## src/rtl/dbg_capture_ctrl.sv

```systemverilog
// rtl/dbg_capture_ctrl.sv - trigger-based debug capture buffer with streamed readout
// Stores qualified probe samples in a circular buffer and replays the newest fill entries after the trigger.
module dbg_capture_ctrl #(
   parameter int DW    = 16,
   parameter int DEPTH = 64,
   parameter int POST  = 32
) (
   input  logic          clk,
   input  logic          rst,
   input  logic          arm,
   input  logic          abort,
   input  logic [DW-1:0] trig_mask,
   input  logic [DW-1:0] trig_value,
   input  logic          sample_en,
   input  logic [DW-1:0] sample_data,
   output logic          rd_valid,
   input  logic          rd_ready,
   output logic [DW-1:0] rd_data,
   output logic          rd_last,
   output logic [1:0]    state,
   output logic          triggered,
   output logic          done
);

   localparam int AW = $clog2(DEPTH);
   localparam int CW = AW + 1;
   localparam logic [CW-1:0] DEPTH_C = CW'(DEPTH);
   localparam logic [CW-1:0] POST_C  = CW'(POST);

   typedef enum logic [1:0] {
      S_IDLE    = 2'd0,
      S_ARMED   = 2'd1,
      S_POST    = 2'd2,
      S_READOUT = 2'd3
   } state_t;

   logic [DW-1:0] mem_q [DEPTH];
   state_t        state_q;
   logic [AW-1:0] wp_q, wp_d;
   logic [CW-1:0] fill_q, fill_d;
   logic [CW-1:0] post_q;
   logic [CW-1:0] load_q;
   logic          rd_valid_q, rd_last_q, trig_q, done_q;
   logic [DW-1:0] rd_data_q;
   logic          hit, wr_en, xfer, load_en;
   logic [AW-1:0] rd_addr;

   always_comb begin
      hit     = (state_q == S_ARMED) && sample_en &&
                ((sample_data & trig_mask) == (trig_value & trig_mask));
      wr_en   = sample_en && !abort && ((state_q == S_ARMED) || (state_q == S_POST));
      wp_d    = wp_q + 1'b1;
      fill_d  = (fill_q == DEPTH_C) ? fill_q : fill_q + 1'b1;
      xfer    = rd_valid_q && rd_ready;
      // Refill the output register whenever it is empty or being drained this cycle.
      load_en = (state_q == S_READOUT) && (load_q != fill_q) && (!rd_valid_q || rd_ready);
      rd_addr = wp_q - fill_q[AW-1:0] + load_q[AW-1:0];
   end

   always_ff @(posedge clk) begin
      if (wr_en) begin
         mem_q[wp_q] <= sample_data;
      end
   end

   always_ff @(posedge clk or posedge rst) begin
      if (rst) begin
         state_q    <= S_IDLE;
         wp_q       <= '0;
         fill_q     <= '0;
         post_q     <= '0;
         load_q     <= '0;
         rd_valid_q <= 1'b0;
         rd_last_q  <= 1'b0;
         rd_data_q  <= '0;
         trig_q     <= 1'b0;
         done_q     <= 1'b0;
      end else begin
         done_q <= 1'b0;
         if (abort) begin
            state_q    <= S_IDLE;
            rd_valid_q <= 1'b0;
            rd_last_q  <= 1'b0;
            trig_q     <= 1'b0;
         end else begin
            case (state_q)
               S_IDLE: begin
                  if (arm) begin
                     wp_q    <= '0;
                     fill_q  <= '0;
                     post_q  <= '0;
                     load_q  <= '0;
                     trig_q  <= 1'b0;
                     state_q <= S_ARMED;
                  end
               end
               S_ARMED: begin
                  if (sample_en) begin
                     wp_q   <= wp_d;
                     fill_q <= fill_d;
                     if (hit) begin
                        trig_q  <= 1'b1;
                        post_q  <= CW'(1);
                        state_q <= (POST == 1) ? S_READOUT : S_POST;
                     end
                  end
               end
               S_POST: begin
                  if (sample_en) begin
                     wp_q   <= wp_d;
                     fill_q <= fill_d;
                     post_q <= post_q + 1'b1;
                     if (post_q + 1'b1 == POST_C) begin
                        state_q <= S_READOUT;
                     end
                  end
               end
               S_READOUT: begin
                  if (load_en) begin
                     rd_data_q  <= mem_q[rd_addr];
                     rd_valid_q <= 1'b1;
                     rd_last_q  <= (load_q + 1'b1 == fill_q);
                     load_q     <= load_q + 1'b1;
                  end else if (xfer) begin
                     rd_valid_q <= 1'b0;
                     rd_last_q  <= 1'b0;
                  end
                  if (xfer && rd_last_q) begin
                     rd_valid_q <= 1'b0;
                     rd_last_q  <= 1'b0;
                     done_q     <= 1'b1;
                     state_q    <= S_IDLE;
                  end
               end
               default: state_q <= S_IDLE;
            endcase
         end
      end
   end

   assign state     = state_q;
   assign rd_valid  = rd_valid_q;
   assign rd_data   = rd_data_q;
   assign rd_last   = rd_last_q;
   assign triggered = trig_q;
   assign done      = done_q;

endmodule

```

## config.mk

```make
export PLATFORM = sky130hd
export DESIGN_NAME = dbg_capture_ctrl
export DESIGN_NICKNAME = d
export VERILOG_FILES = /design/src/rtl/dbg_capture_ctrl.sv
export SDC_FILE = /design/constraint.sdc
export NUM_CORES = 1
export LEC_CHECK = 0
export ABC_AREA = 1
export CORE_MARGIN = 10
export CORE_UTILIZATION = 30
export CTS_BUF_LIST = sky130_fd_sc_hd__clkbuf_2
export DETAILED_ROUTE_END_ITERATION = 8
export DONT_BUFFER_PORTS = 1
export MAX_ROUTING_LAYER = met4
export PLACE_DENSITY = 0.47
export SLEW_MARGIN = 20
export SYNTH_ARGS = -nofsm -noshare
export SYNTH_HDL_FRONTEND = slang
export SYNTH_SLANG_ARGS = --single-unit
```

## constraint.sdc

```tcl
create_clock -name clk -period 6.83 [get_ports clk]
set_input_delay 1.0245 -clock clk [delete_from_list [all_inputs] [get_ports clk]]
set_output_delay 1.0245 -clock clk [all_outputs]
set_load 0.01 [all_outputs]
```

==> metrics.cfg <==
[synth]
fraction_of_the_yosys_area_taken_by_sequential_cells = 0.681
yosys-top-cells-area = edfxtp_1 (66%), nand2_1 (13%), nand3_1 (6.4%), inv_1 (3.9%), dfrtp_1 (2.6%)
synth_largest_area_cell = edfxtp_1
synth_top_cell_area_share = 0.655
yosys_register_bits = 1073
synthesis.yosys.warnings = 0
syn-mean-instance-area_um2 = 10.3
syn_nets = 4640
number_of_enable_type_register_cells_in_the_synthesized_netlist = 1024
ys.flop_type = edfxtp_1
post_synth_inst_count = 4566
synth.distinct_cells = 40
async_flop_share = 0.0457
post_synth_instance_area_um2 = 46900

[clock_network]
clk_root_buffer_cell = clkbuf_2
tritoncts = done
clock_latency_ns = 1.59
cts_resized = 0
cts_max_level = 5
clkTransAtPathRegs_ns = 0.10
postCtsHoldBufs = 49
cts-buffers-inserted = 302
tritoncts_num_sinks = 1073
post_cts.repair.setup_buffers = 0
ctsLongestPathBuffers = 4

[setup_path]
critPathRequiredTime_ns = 8.27
worstSetupEndpointType = register
worstPathArrival_ns = 6.05
worstSetupPathType = reg -> reg
crit_path_start_kind = register
crit_path_max_fanout = 100

[floorplanning]
dieWidth_um = 416
dieArea_um2 = 173000
die_h_um = 416
io-pin-count = 76
core-area_um2 = 156000
fp-row-count = 145
initial_utilization = 0.301

[routing]
drt_iter0_drc = 2612
totalWireLength_um = 149000
average_wire_per_cell_in_the_routed_design_um = 21.3
antenna_left = 0
firstDrtPassIters = 6
detail_route.drc_violations = 0
vias_per_cell = 4.66
routed-via-count = 32700

[grt]
number_of_global_route_vias_before_repair = 31500
pin_count_of_the_biggest_net_entering_global_routing = 161
overflow = 0
number_of_antenna_violations_at_the_first_check_in_global_routing = 7
groute.usage.overall = 0.173
grt_first_pass_wirelength_um = 218000

[layout]
layout-drive-gt1-share = 0.123
final_nets = 4855
areaGrowthSynthToFinish_pct = 11.8
layout.cells.most_common_list = nand2_1 (1660), edfxtp_1 (1024), nand3_1 (597)
layout.cells.most_common = nand2_1

[sta]
max-slew-margin-rel = 0.267
timing.final.setup_violations = 0
timing_hold_violations_final = 0
final.setup_skew_ns = 0.121
max_freq_mhz = 217
slew_violations = 0
final_total_negative_setup_slack_ns = 0
worst_margin_slew_ns = 1.10
whs_ns = 0.369
timing.final.crit_share = 0.675
grt_setup_unrepaired = no
final.min_clock_period_ns = 4.61

[worst_hold_path]
worstHoldPathType = in -> reg

[run]
drv.max_cap_violation_count = 0

[placed_design]
buffer_ports.inserted = 0
place_congestion = 0.851
dpl.hpwl_um = 81500

[status]
run_status = finished, final reports clean

==> worst max-delay path, stage by stage, from the launching register on <==
cell     delay, ns
dfrtp_1       0.41
inv_1         0.09
ha_1          0.28
inv_1         0.12
ha_4          0.16
inv_1         0.05
fa_4          1.27
inv_8         0.36
buf_12        0.45
nand3_1       0.15
nand3_1       0.14
nand2_1       0.15
nand2_1       0.11
nand3_1       0.22
nand3_1       0.10
nand3_1       0.10
nand2_1       0.05
==> synthesized netlist by cell type (8+ instances only) <==
master and instances:
edfxtp_1 1024, nor2_1 248, or2_2 18, dfrtp_1 49, nand3b_1 9, a21oi_1 30
nand4_1 17, o211ai_1 33, buf_4 32, xor2_1 10, inv_1 491, nand2_1 1661
xnor2_1 8, buf_2 139, ha_1 15, nand3_1 597, buf_1 17, clkbuf_1 36
o21ai_0 85
==> layout make-up <==
type                    instances  area (um^2)
fillers                     16000       103000
flip-flops and latches       1073        32000
multi-input cells            2767        12000
well taps                    2058         2570
clock buffers                 443         2220
inverters                     497         1880
repair buffers                140         1580
clock inverters                36          214
diodes                          7         17.5
==> layer usage <==
metal / track usage / share of wire / vias up
met2: 0.266 / 0.46 / 1058
met1: 0.226 / 0.44 / 15800
met3: 0.0308 / 0.058 / 211
li1: - / - / 15600
met5: - / 0 / -
met4: 0.0715 / 0.036 / 0
==> through the flow <==
step | instances | instance area, um^2 | utilization | worst slack [ns]
detailed placement | 6486 | 49300 | 0.316 | 2.17
CTS | 7014 | 52500 | 0.337 | 2.11
global placement | 6486 | 49300 | 0.316 | 2.17
floorplan | 4566 | 46900 | - | 3.77
finish | 7021 | 52500 | 0.337 | 2.22
global route | 7015 | 52500 | 0.337 | 1.92
==> sequential cells by signal (all words and copies together) (netlist names) <==
register / count
triggered: 1
done: 1
rd_last: 1
mem_q: 1024
rd_valid: 1
load_q: 7
rd_data: 16
post_q: 7
state: 2
fill_q: 7
wp_q: 6
==> final timing paths <==
path                                        from                      to  slack (ns)  cells after the start
hold / removal                          rd_ready     rd_last$_DFFE_PP0P_        0.37                      4
hold reg to reg            post_q[6]$_DFFE_PP0P_   post_q[6]$_DFFE_PP0P_        0.52                      2
setup / recovery           load_q[0]$_DFFE_PP0P_  rd_data[3]$_DFFE_PP0P_        2.22                     16
setup reg to reg           load_q[0]$_DFFE_PP0P_  rd_data[3]$_DFFE_PP0P_        2.22                     16
min in group asynchronous                    rst   load_q[4]$_DFFE_PP0P_        0.66                      4
max in group asynchronous                    rst  rd_data[3]$_DFFE_PP0P_        5.60                      4
==> cells by family (layout without fill, tap and decap cells) <==
| group | count (synthesis) | count (layout) | share of synthesized area |
|---|---|---|---|
| simple gates | 2565 | 2565 | 0.225 |
| flops | 1073 | 1073 | 0.681 |
| buf+inv | 726 | 1116 | 0.0648 |
| compound gates | 163 | 163 | 0.0197 |
| fa+ha+maj | 20 | 20 | 0.00613 |
| xor+xnor | 19 | 19 | 0.00370 |
| other cells | 0 | 7 | 0 |
Power is not shown: default switching activity piles up to over one toggle a cycle in this logic, so the estimate is an artifact.
